## src/rtl/ibex_fetch_realigner.sv

```systemverilog
// ibex_fetch_realigner: buffers fetch words and re-aligns the halfword stream into
// whole 16/32-bit instructions, including ones straddling two fetch words.
module ibex_fetch_realigner #(
    parameter int unsigned DEPTH = 2,
    parameter bit          RV32C = 1'b1
) (
    input  logic        clk_i,
    input  logic        rst_ni,
    input  logic        clear_i,
    input  logic [31:0] clear_addr_i,
    input  logic        in_valid_i,
    output logic        in_ready_o,
    input  logic [31:0] in_rdata_i,
    input  logic        in_err_i,
    output logic        out_valid_o,
    input  logic        out_ready_i,
    output logic [31:0] out_rdata_o,
    output logic [31:0] out_addr_o,
    output logic        out_is_compressed_o,
    output logic        out_err_o
);
    localparam int unsigned AW = (DEPTH > 1) ? $clog2(DEPTH) : 1;
    localparam int unsigned CW = $clog2(DEPTH + 1);
    localparam logic [AW-1:0] LAST = AW'(DEPTH - 1);
    localparam logic [CW-1:0] FULL = CW'(DEPTH);

    logic [32:0]   mem_q [DEPTH];
    logic [AW-1:0] rd_q, wr_q, rd_nx;
    logic [CW-1:0] cnt_q;
    logic [31:0]   pc_q;
    logic          off_q;
    logic [32:0]   head;
    logic [15:0]   half;
    logic          comp, strad, valid, err, push, pop, accept;
    logic [31:0]   rdata;

    function automatic logic [AW-1:0] inc(input logic [AW-1:0] p);
        return (p == LAST) ? '0 : p + 1'b1;
    endfunction

    always_comb begin
        rd_nx = inc(rd_q);
        head  = mem_q[rd_q];
        half  = off_q ? head[31:16] : head[15:0];
        comp  = RV32C && (half[1:0] != 2'b11);
        strad = off_q && !comp;
        // a straddler needs the following word unless the head already reports an error
        valid = (cnt_q != '0) && (head[32] || !strad || cnt_q > CW'(1));
        err   = head[32] || (strad && mem_q[rd_nx][32]);
        rdata = err ? '0 : comp ? {16'h0, half} : strad ? {mem_q[rd_nx][15:0], half} : head[31:0];
    end

    assign in_ready_o          = cnt_q != FULL;
    assign push                = in_valid_i && in_ready_o && !clear_i;
    assign accept              = valid && out_ready_i && !clear_i;
    assign pop                 = accept && (head[32] || !comp || off_q);
    assign out_valid_o         = valid;
    assign out_rdata_o         = valid ? rdata : '0;
    assign out_addr_o          = valid ? pc_q : '0;
    assign out_is_compressed_o = valid && !err && comp;
    assign out_err_o           = valid && err;

    always_ff @(posedge clk_i) begin
        if (push) mem_q[wr_q] <= {in_err_i, in_rdata_i};
    end

    always_ff @(posedge clk_i or negedge rst_ni) begin
        if (!rst_ni) begin
            rd_q  <= '0;
            wr_q  <= '0;
            cnt_q <= '0;
            pc_q  <= '0;
            off_q <= 1'b0;
        end else if (clear_i) begin
            rd_q  <= '0;
            wr_q  <= '0;
            cnt_q <= '0;
            pc_q  <= clear_addr_i & (RV32C ? ~32'd1 : ~32'd3);
            off_q <= RV32C && clear_addr_i[1];
        end else begin
            if (push) wr_q <= inc(wr_q);
            if (pop) rd_q <= rd_nx;
            cnt_q <= cnt_q + CW'(push) - CW'(pop);
            if (accept) begin
                off_q <= !head[32] && (comp ? !off_q : off_q);
                pc_q  <= pc_q + (head[32] ? (off_q ? 32'd2 : 32'd4) : comp ? 32'd2 : 32'd4);
            end
        end
    end
endmodule

```

## config.mk

```make
export PLATFORM = sky130hd
export DESIGN_NAME = ibex_fetch_realigner
export DESIGN_NICKNAME = d
export VERILOG_FILES = /design/src/rtl/ibex_fetch_realigner.sv
export SDC_FILE = /design/constraint.sdc
export NUM_CORES = 1
export LEC_CHECK = 0
export ABC_AREA = 1
export BUFFER_PORTS_ARGS = -buffer_cell sky130_fd_sc_hd__clkbuf_2
export CORE_ASPECT_RATIO = 1.75
export CORE_MARGIN = 2
export CORE_UTILIZATION = 50
export DETAILED_ROUTE_END_ITERATION = 16
export GPL_TIMING_DRIVEN = 0
export PLACE_DENSITY = 0.74
export SLEW_MARGIN = 0
export SYNTH_ARGS = -nofsm -noshare
export SYNTH_HDL_FRONTEND = slang
export SYNTH_SLANG_ARGS = --single-unit
```

## constraint.sdc

```tcl
create_clock -name clk_i -period 4.9 [get_ports clk_i]
set_input_delay 0.49 -clock clk_i [delete_from_list [all_inputs] [get_ports clk_i]]
set_output_delay 0.49 -clock clk_i [all_outputs]
set_load 0.02 [all_outputs]
```

==> summary.txt, run 1 <==
Status
  – Status: finished, final reports clean

Detailed routing
  – WL/cell: ~16 microns
  – DRC violations left: 0
  – DR vias/cell: 5.173
  – Detail Route Antenna Nets: 0
  – Routed WL: approximately 20,000 microns
  – Initial drt markers: between 300 and 400
  – Drt first pass iters: 4
  – Vias post-DR: 6,353

Global route
  – Met3 Use GR: 0.02679
  – Global-route wire length before repair: 30,860 microns
  – Most congested layer reported by global routing: met2
  – Largest net degree at the start of global routing: 37
  – Vias in the first global route: 6,194
  – GRT Overall Usage: 0.2859
  – Antenna violations before repair: 0
  – M1 GR Usage: 0.3075
  – Total global routing overflow: 0
  – Met2 Use GR: 0.5292

Clocking
  – Clk sink count: 102
  – H-tree Lvls: 3
  – Clock Pin Slew Worst Setup and Hold Paths: approximately 0.070 ns
  – CTS tree: built
  – Clock latency on the worst-skew pair: 0.34 ns
  – Post-CTS Setup Bufs: 0
  – Cts bufs inserted: 9
  – Post-CTS Resized: 0
  – Root Buffer: clkbuf_16
  – Hold-fix buffers, CTS: 0
  – Max clock buf depth: 2

Die
  – Die width: 89.90 microns
  – DIE HEIGHT: around 150 microns
  – Core footprint: roughly 0.013 sq mm
  – Initial core utilization: 0.5044
  – Ports: 138
  – Row cnt: 55
  – Die area: roughly 0.014 sq mm

Place
  – Hpwl dp: between 15,000 and 20,000 microns
  – PortBufs: 134
  – Placed cell areas: approximately 0.0074 sq mm
  – RD Place Congestion: about 0.99
  – Placed cells: approximately 1,200

Synthesis
  – Synthesized instance count: a little over 900
  – Post-synthesis adder-cell area fraction: 0.01279
  – Syn Nets: 981
  – Post-synth cell types: 31
  – Sequential-to-total area share from yosys stat: 0.4465
  – XOR/XNOR share of the synthesized area: 0.01764
  – Simple-gate portion of the synthesized area: 0.4169
  – Mean Syn Cell Area: just over 7 sq um
  – Mux cell area share after synthesis: 0
  – Yosys warning count: 0
  – Synthesized cell area: 0.006456 sq mm
  – #FFs+latches synth: 102
  – Largest family of logic cells by synthesized area: simple AND/OR/NAND/NOR gates
  – Post-synthesis compound-gate area fraction: 0.02461

Critical path
  – CP required: 4.41 ns
  – Max FO, Critical Path: 10
  – CP delay by family, top: buffers and inverters
  – Crit path buf inv count: 6
  – WP data arrival: 3.19 ns
  – CP Cell Sequence: buf_2 -> inv_2 -> nand2_1 -> nand2_2 -> nand2_4 -> inv_4 -> buf_6 -> ha_1 -> clkbuf_1 -> o21ai_0 -> o21ai_0 -> nand2_1 -> nor2_1 -> clkbuf_2
  – Peak per-stage delay on the critical path: 0.48 ns
  – CP Capture Type: primary output
  – Slowest CP cell: clkbuf_1
  – Startpoint Class: flop
  – R2R setup slack: approximately 1.4 ns
  – Critical path type: flop to primary output

Pwr
  – Leakage: 3.683 nW
  – Cell Pwr Density: 358.6 mW/mm^2
  – Flop pwr share: 0.392
  – Combinational Power Share: 0.356
  – Power consumption: 2.755 mW
  – Switching pwr: roughly 1.1 mW
  – Worst vdd ir: 0.1904 mV
  – Internal power: approximately 1.7 mW
  – Switching Share: 0.3906
  – Clock power share: 0.252

STA
  – Max Freq: 271.4 MHz
  – Worst-margin pin slew: just over 1 ns
  – Slew Viols, Final: 0
  – Final Critical Period: 3.685 ns
  – Crit share post-route: 0.7519
  – Max_slew headroom: 0.3258
  – Setup_tns: 0 ns
  – Final setup fails: 0
  – Hold slack: about 0.30 ns
  – Final hold viol count: 0
  – Setup Skew: ~0.011 ns
  – Unrepaired setup endpoints after global routing: no

Layout
  – Final std cells w/o fill: 1,228
  – Most frequent cells in the layout: nand2_1, nand3_1, clkbuf_2
  – Layout cells sized above 1: 0.1958
  – Area Growth Syn to Fin: 18.99%
  – Final #Nets: 1,128
  – Commonest non-fill, non-tap cell in the layout: nand2_1
  – Diode count: 0
  – Design Area, Final: 0.007682 sq mm

Job
  – Max Cap Viol: 0

Hold path
  – Hold crit path type: input pin to async pin
## cells in the mapped netlist
| master | instances | area, sq um |
|---|---|---|
| a21oi_1 | 2 | 10.01 |
| a21oi_2 | 1 | 8.760 |
| buf_2 | 12 | 60.06 |
| buf_4 | 9 | 67.56 |
| buf_6 | 10 | 112.6 |
| clkbuf_1 | 10 | 37.54 |
| clkbuf_4 | 1 | 7.510 |
| conb_1 | 1 | 3.750 |
| dfrtp_1 | 36 | 900.9 |
| edfxtp_1 | 66 | 1982 |
| fa_1 | 1 | 20.02 |
| ha_1 | 5 | 62.56 |
| inv_1 | 56 | 210.2 |
| inv_2 | 4 | 15.01 |
| inv_4 | 2 | 12.51 |
| nand2_1 | 362 | 1359 |
| nand2_2 | 7 | 43.79 |
| nand2_4 | 2 | 22.52 |
| nand3_1 | 140 | 700.7 |
| nand3_4 | 1 | 17.52 |
| nand4_1 | 2 | 12.51 |
| nand4_2 | 1 | 12.51 |
| nor2_1 | 133 | 499.2 |
| nor2_2 | 2 | 12.51 |
| nor2_4 | 1 | 11.26 |
| o211ai_1 | 4 | 30.03 |
| o21ai_0 | 19 | 95.09 |
| o21ai_2 | 1 | 8.760 |
| o22ai_1 | 1 | 6.260 |
| xnor2_1 | 1 | 8.760 |
| xor2_1 | 12 | 105.1 |
## routing by layer
layer	routed length [microns]	vias to the layer above
li1	-	3178
met1	6981	2852
met2	10380	260
met3	1020	63
met4	1302	0
met5	0	-
## kinds of logic (layout without fill, tap and decap cells)
logic type,after synthesis,count (layout)
simple gates,651,651
buf+inv,104,256
flops,102,102
compound gates,28,28
xor+xnor,13,13
fa+ha+maj,6,6
other cells,1,1
## layout make-up
class | count | area, sq um
plain buffers | 42 | 285.3
clock inverters | 6 | 57.56
repair buffers | 136 | 710.7
clock buffers | 10 | 229.0
flip-flops and latches | 102 | 2883
multi-input cells | 699 | 3065
inverters | 62 | 237.7
fillers | 1315 | 5117
well taps | 171 | 214.0
## power by group through the flow
stage / clock network (mW) / logic [mW] / registers [mW]
2_1_floorplan: 0 / 0.684 / 1.07
3_3_place_gp: 0 / 0.961 / 1.10
3_5_place_dp: 0 / 0.977 / 1.10
4_1_cts: 0.703 / 0.981 / 1.08
5_1_grt: 0.735 / 1.09 / 1.09
6_report: 0.695 / 0.981 / 1.08
## stage by stage
step	util	setup WS [ns]
6_report	0.6002	1.215
5_1_grt	0.6002	1.034
4_1_cts	0.6002	1.215
3_5_place_dp	0.5778	1.515
3_3_place_gp	0.5735	0.8433
2_1_floorplan	-	1.969
## state kept, by name, summed over array words and instances (netlist names)
signal,flops
off_q,1
mem_q,66
rd_q,1
wr_q,1
pc_q,31
cnt_q,2
## path summary, 6_finish.rpt
kind / to / cells after the start / start
max: out_rdata_o[16] / 14 / off_q
max reg2reg: pc_q[19] / 18 / off_q
min reg2reg: pc_q[31] / 2 / pc_q[31]
min in group clk_i: mem_q[0][19] / 1 / in_rdata_i[19]
min: pc_q[28] / 1 / rst_ni
max in group asynchronous: pc_q[8] / 1 / rst_ni
(Power assumes the default switching activity.)
==> run 2: changes to the inputs <==
ABC_AREA = 0   (was 1)
CORE_UTILIZATION = 49   (was 50)
PLACE_DENSITY = 0.77   (was 0.74)
clock period = 3 ns   (was 4.9 ns; I/O delays follow)
==> run 2 against run 1 <==
- the run now ends with setup timing left
- worst setup slack got worse by 1.7 ns
- routed wire length decreased by 0.88%
- critical path depth decreased by 3
- global-route usage increased by 0.61 points
- clock power increased by 81%
- sequential share of layout area decreased by 4.4 points
- critical path type is now flop to flop
- critical endpoint is now pc_q[25]
==> summary.txt, run 2 <==
Detailed routing
  – Drt first pass iters: 5 (+1)
  – Vias post-DR: 5,506 (-13%)
  – DRC violations left: 0 (unchanged)
  – Initial drt markers: 343 (+6.2%)
  – WL/cell: 22.38 microns (+40%)
  – Routed WL: 19,510 microns (-0.88%)
  – Detail Route Antenna Nets: 0 (unchanged)
  – DR vias/cell: 6.314 (+22%)

Layout
  – Regs by FF count: mem_q x66, pc_q x31, cnt_q x2
  – Diode count: 0 (unchanged)
  – Largest register by flop count: mem_q
  – Filler Cell Count: 695 (-47%)
  – Commonest non-fill, non-tap cell in the layout: clkbuf_2
  – Area Growth Syn to Fin: 52.80%
  – Final #Nets: 809 (-28%)
  – Layout cells sized above 1: 0.4830 (+0.2872)
  – Final std cells w/o fill: 872 (-29%)
  – Most frequent cells in the layout: clkbuf_2, edfxtp_1, buf_4
  – Layout Utilization: 0.7595 (+0.1593)
  – Max reg flops: 66 (unchanged)

Status
  – Status: finished with violations
  – Failing checks: setup timing

STA
  – Max Freq: roughly 290 MHz
  – Slew Viols, Final: 0 (unchanged)
  – Final Critical Period: 3.496 ns
  – Crit share post-route: 1.165
  – Final WS setup: -0.4963 ns (-1.712 ns)
  – Setup Skew: 0.009524 ns (-0.0009792 ns)
  – Worst-margin pin slew: 0.9875 ns (-0.02382 ns)
  – Hold slack: 0.09493 ns (-0.2021 ns)
  – Final setup fails: 94 (+94)
  – Max_slew headroom: 0.3417 (+0.01588)
  – Unrepaired setup endpoints after global routing: yes
  – Final hold viol count: 0 (unchanged)

Job
  – Max Cap Viol: 0 (unchanged)

Critical path
  – WP data arrival: 3.76 ns (+0.57 ns)
  – CP required: 3.26 ns (-1.15 ns)
  – Critical path type: flop to flop
  – Max FO, Critical Path: 4 (-6)
  – R2R setup slack: -0.50 ns (-1.94 ns)
  – CP Capture Type: flop
  – Worst Reg2Reg Path Length in Cells: 11 (-7)
  – Startpoint Class: flop
  – R2R Path End: pc_q[25]
  – Worst R2R Start: mem_q[1][17]

Synthesis
  – Post-synth cell types: 62 (+100%)
  – Top cell type's share of synthesized area: 0.3482 (+0.04123)
  – Yosys warning count: 0 (unchanged)
  – Synthesized cell area: 0.005692 sq mm (-12%)
  – Syn Nets: 616 (-37%)
  – Mean Syn Cell Area: 10.54 sq um (+48%)
  – Synth area leader: edfxtp_1
  – Synthesized instance count: 540 (-40%)
  – Number of flops mapped to enable cells by yosys: 66 (unchanged)
  – Top cells by area, synth: edfxtp_1, dfrtp_1, nor2b_1, nor2_1, mux2_2
  – Sequential-to-total area share from yosys stat: 0.5065 (+0.05997)
  – Top_reg_cell synth: edfxtp_1
  – Top post-synthesis cells by count: edfxtp_1, nor2_1, nor2b_1
  – FFs w/ async S/R, synth: 0.3529 (unchanged)
  – #FFs+latches synth: 102 (unchanged)
  – Most frequent cell after synthesis: edfxtp_1

Die
  – Ports: 138 (unchanged)
  – Die area: 0.01253 sq mm (-9.7%)
  – DIE HEIGHT: 146.6 microns (-5.0%)
  – Initial core utilization: 0.4970 (-0.007349)
  – Row cnt: 52 (-5.5%)
  – Core footprint: 0.01145 sq mm (-11%)
  – Die width: 85.47 microns (-4.9%)

Place
  – Hpwl dp: 12,030 microns (-22%)
  – Dpl ws: -0.5427 ns (-2.058 ns)
  – PortBufs: 134 (unchanged)
  – RD Place Congestion: 0.9331 (-6.1%)
  – Placed cells: 811 (-33%)

Clocking
  – Root Buffer: clkbuf_16
  – CTS tree: built
  – Clock latency on the worst-skew pair: 0.34 ns (about the same)
  – Cts bufs inserted: 9 (unchanged)
  – Clock Pin Slew Worst Setup and Hold Paths: 0.07 ns (about the same)
  – H-tree Lvls: 3 (unchanged)
  – Max clock buf depth: 2 (unchanged)
  – Clk sink count: 102 (unchanged)
  – Hold-fix buffers, CTS: 0 (unchanged)

Pwr
  – Worst vdd ir: 0.5050 mV (+170%)
  – Leakage: 3.376 nW (-8.3%)
  – Cell Pwr Density: 584.6 mW/mm^2 (+63%)
  – Power consumption: 5.084 mW (+85%)

Global route
  – Total global routing overflow: 0 (unchanged)
  – GRT Overall Usage: 0.2920 (+0.006141)
  – Global-route wire length before repair: 28,480 microns (-7.7%)
  – Antenna violations before repair: 0 (unchanged)
  – Largest net degree at the start of global routing: 37 (unchanged)
  – Vias in the first global route: 5,620 (-9.3%)

Hold path
  – Hold crit path type: input pin to async pin
run 2: cell types whose count changed after synthesis, sizes merged, moves of 32 or more:
| cell | change |
|---|---|
| inv | -46 |
| nand2 | -353 |
| nand3 | -121 |
| nor2 | -82 |
| nor2b | +46 |
| nor3 | +32 |
run 2: cell type report:
type,instances,area [sq um],share of cell area
plain buffers,36,305.3,0.03510
repair buffers,186,1578,0.1814
flip-flops and latches,102,2884,0.3316
clock buffers,10,229.0,0.02633
inverters,16,60.06,0.006905
clock inverters,5,83.83,0.009639
multi-input cells,382,3388,0.3896
well taps,135,168.9,0.01942
run 2: through the flow:
stage                     area [sq um]  setup TNS, ns
after floorplan                   5841        -0.9504
after global placement            6680         -39.52
after detailed placement          6743         -8.677
after CTS                         8050         -17.68
after global routing              8697         -27.75
final                             8697         -22.79
run 2: power breakdown:
group          switching [mW]  internal (mW)
Clock                   0.528          0.731
Combinational            1.14          0.966
Sequential              0.102           1.61
Total                    1.77           3.31
run 2: metal layers:
metal	vias up	global-route usage	routed length, microns
met4	0	0.1579	941
met3	77	0.05370	1298
li1	2428	-	-
met5	-	0	0
met1	2684	0.2957	6325
met2	317	0.5465	10950
run 2: worst max path at each step:
stage / endpoint / from / slack [ns]
after floorplan: pc_q[19] / rd_q / -0.28
after global placement: mem_q[1][19] / clear_i / -0.49
after detailed placement: pc_q[19] / rd_q / -0.54
after CTS: pc_q[19] / rd_q / -0.47
after global routing: pc_q[19] / mem_q[1][17] / -0.54
final: pc_q[25] / mem_q[1][17] / -0.50
run 2: timing repair:
item,4_1_cts,5_1_grt
setup buffers,32,15
pin swaps,33,34
resized for setup,179,187
gates cloned,6,0
setup endpoints to repair,84,99
run 2: kinds of logic after synthesis:
group,after synthesis,synth area share
compound gates,109,0.1376
flops,102,0.5065
buf+inv,57,0.04154
mux,37,0.07804
fa+ha+maj,6,0.01451
simple gates,222,0.2119
other cells,1,0.0006589
xor+xnor,6,0.009233
run 2: critical path: stages, from the launching register on:
cell	delay [ns]
edfxtp_1	0.45
mux4_2	0.54
and2_4	0.20
o21ai_2	0.14
ha_2	0.20
inv_2	0.04
fa_2	0.36
nand2b_4	0.15
or4_4	0.57
buf_6	0.16
or4_1	0.41
a31oi_1	0.19
==> run 3: changes to the inputs <==
PLACE_DENSITY = unset   (was 0.77)
PLACE_DENSITY_LB_ADDON = 0.2   (was unset)
==> run 3 against run 2 <==
- the flow still finishes with violations (setup timing)
- hold slack worse by 0.0030 ns
- flip-flop and latch count unchanged
- clock-buffer cell count down 1
- final cell count up 1.5%
- global-route usage down 0.31 points
- critical path type unchanged
- largest cell class unchanged
- combinational power about the same
- die area unchanged
- total power down 0.77%
- register-to-register slack about the same
- via count up 0.65%
- routed wire length up 2.2%
- clock skew down 0.0018 ns
==> summary.txt, run 3 (same netlist as run 2, synthesis figures left out) <==
Critical path
  – Critical path type: flop to flop
  – R2R setup slack: -0.49 ns (about the same)
  – Worst R2R Start: off_q
  – WP data arrival: 3.77 ns (about the same)
  – CP Capture Type: flop
  – Max FO, Critical Path: 10 (+6)
  – Startpoint Class: flop
  – R2R Path End: pc_q[19]
  – CP required: 3.27 ns (about the same)
  – Worst Reg2Reg Path Length in Cells: 12 (+1)

Pwr
  – Power consumption: 5.045 mW (-0.77%)
  – Cell Pwr Density: 571.0 mW/mm^2 (-2.3%)
  – Worst vdd ir: 0.4925 mV (-2.5%)
  – Leakage: 3.405 nW (+0.87%)

STA
  – Final Critical Period: 3.495 ns (-0.001350 ns)
  – Worst-margin pin slew: 1.066 ns (+0.07826 ns)
  – Final setup fails: 65 (-31%)
  – Setup Skew: 0.007731 ns (-0.001793 ns)
  – Max Freq: 286.1 MHz (about the same)
  – Unrepaired setup endpoints after global routing: yes
  – Final WS setup: -0.4949 ns (+0.001350 ns)
  – Max_slew headroom: 0.2847 (-0.05694)
  – Final hold viol count: 0 (unchanged)
  – Crit share post-route: 1.165 (about the same)
  – Slew Viols, Final: 0 (unchanged)

Detailed routing
  – WL/cell: 22.52 microns (+0.65%)
  – Vias post-DR: 5,542 (+0.65%)
  – DR vias/cell: 6.262 (-0.82%)
  – DRC violations left: 0 (unchanged)
  – Detail Route Antenna Nets: 0 (unchanged)
  – Drt first pass iters: 5 (unchanged)
  – Routed WL: 19,930 microns (+2.2%)
  – Initial drt markers: 400 (+17%)

Global route
  – GRT Overall Usage: 0.2889 (-0.003145)
  – Largest net degree at the start of global routing: 37 (unchanged)
  – Antenna violations before repair: 0 (unchanged)
  – Vias in the first global route: 5,611 (-0.16%)
  – Global-route wire length before repair: 28,310 microns (-0.61%)
  – Total global routing overflow: 0 (unchanged)

Layout
  – Max reg flops: 66 (unchanged)
  – Regs by FF count: mem_q x66, pc_q x31, cnt_q x2
  – Largest register by flop count: mem_q
  – Most frequent cells in the layout: clkbuf_2, buf_4, edfxtp_1
  – Design Area, Final: 0.008835 sq mm (+1.6%)
  – Final #Nets: 821 (+1.5%)
  – Commonest non-fill, non-tap cell in the layout: clkbuf_2
  – Diode count: 0 (unchanged)
  – Layout Utilization: 0.7715 (+0.01202)
  – Area Growth Syn to Fin: 55.22%
  – Layout cells sized above 1: 0.4920 (+0.008961)

Die
  – DIE HEIGHT: 146.6 microns (unchanged)
  – Core footprint: 0.01145 sq mm (unchanged)
  – Initial core utilization: 0.4970 (unchanged)
  – Row cnt: 52 (unchanged)
  – Ports: 138 (unchanged)
  – Die area: 0.01253 sq mm (unchanged)
  – Die width: 85.47 microns (unchanged)

Status
  – Failing checks: setup timing
  – Status: finished with violations

Place
  – Placed cell areas: 0.006735 sq mm (-0.11%)
  – PortBufs: 134 (unchanged)
  – Hpwl dp: 12,170 microns (+1.2%)
  – RD Place Congestion: 0.9375 (+0.47%)

Clocking
  – Cts bufs inserted: 9 (unchanged)
  – Clk sink count: 102 (unchanged)
  – Root Buffer: clkbuf_16
  – Clock Pin Slew Worst Setup and Hold Paths: 0.08 ns (about the same)
  – Max clock buf depth: 2 (unchanged)
  – Clock latency on the worst-skew pair: 0.35 ns (about the same)
  – H-tree Lvls: 3 (unchanged)
  – CTS tree: built

Job
  – Max Cap Viol: 0 (unchanged)

Hold path
  – Hold crit path type: input pin to async pin
run 3: repair_timing:
action,4_1_cts,5_1_grt
endpoints found under the setup margin,88,98
buffers inserted,33,37
resized for setup,170,204
pin swaps,35,52
gates cloned,3,3
hold buffers,0,0
hold endpoints to repair,0,0
run 3: area by class of cell:
type	instances	area, sq um
buffer	38	352.8
clock inverter	7	77.57
clock buffer	9	225.2
sequential	102	2884
multi-input combinational	381	3448
tap	135	168.9
fill	704	2616
timing repair buffer	197	1618
inverter	16	60.06
run 3: worst max path at each step:
stage,startpoint,endpoint,depth (start not counted)
floorplan,rd_q,pc_q[19],12
global placement,rd_q,pc_q[19],12
detailed placement,rd_q,pc_q[19],12
CTS,rd_q,pc_q[19],12
global route,off_q,pc_q[19],12
finish,off_q,pc_q[19],12
run 3: report_power, final:
group          internal (mW)  switching (mW)
Combinational          0.957            1.16
Clock                  0.659           0.557
Sequential              1.61          0.0997
run 3: through the flow:
stage               hold slack [ns]  worst slack, ns  instances  TNS (ns)
finish                      0.09194          -0.4949        885    -16.98
global route                 0.1347          -0.5840        885    -23.06
CTS                          0.1301          -0.4675        862    -16.20
detailed placement           0.4926          -0.5445        811    -11.01
global placement             0.4898          -0.4933        809    -36.11
floorplan                  0.004409          -0.2784        540   -0.9504
run 3: per-layer routing:
layer,GRT usage,vias to the layer above,wire length (microns)
li1,-,2454,-
met1,0.3164,2712,6624
met2,0.5238,310,11160
met3,0.04127,66,1276
met4,0.1563,0,869
met5,0,-,0
run 3: worst max-delay path: stages, from the launching register on:
cell and delay (ns):
dfrtp_2 0.42, buf_12 0.18, buf_2 0.40, nand2_1 0.21, o21ai_2 0.10, ha_2 0.20
inv_2 0.04, fa_2 0.34, nand2b_4 0.15, or4_4 0.57, buf_6 0.15, or4_1 0.48
a31oi_1 0.18
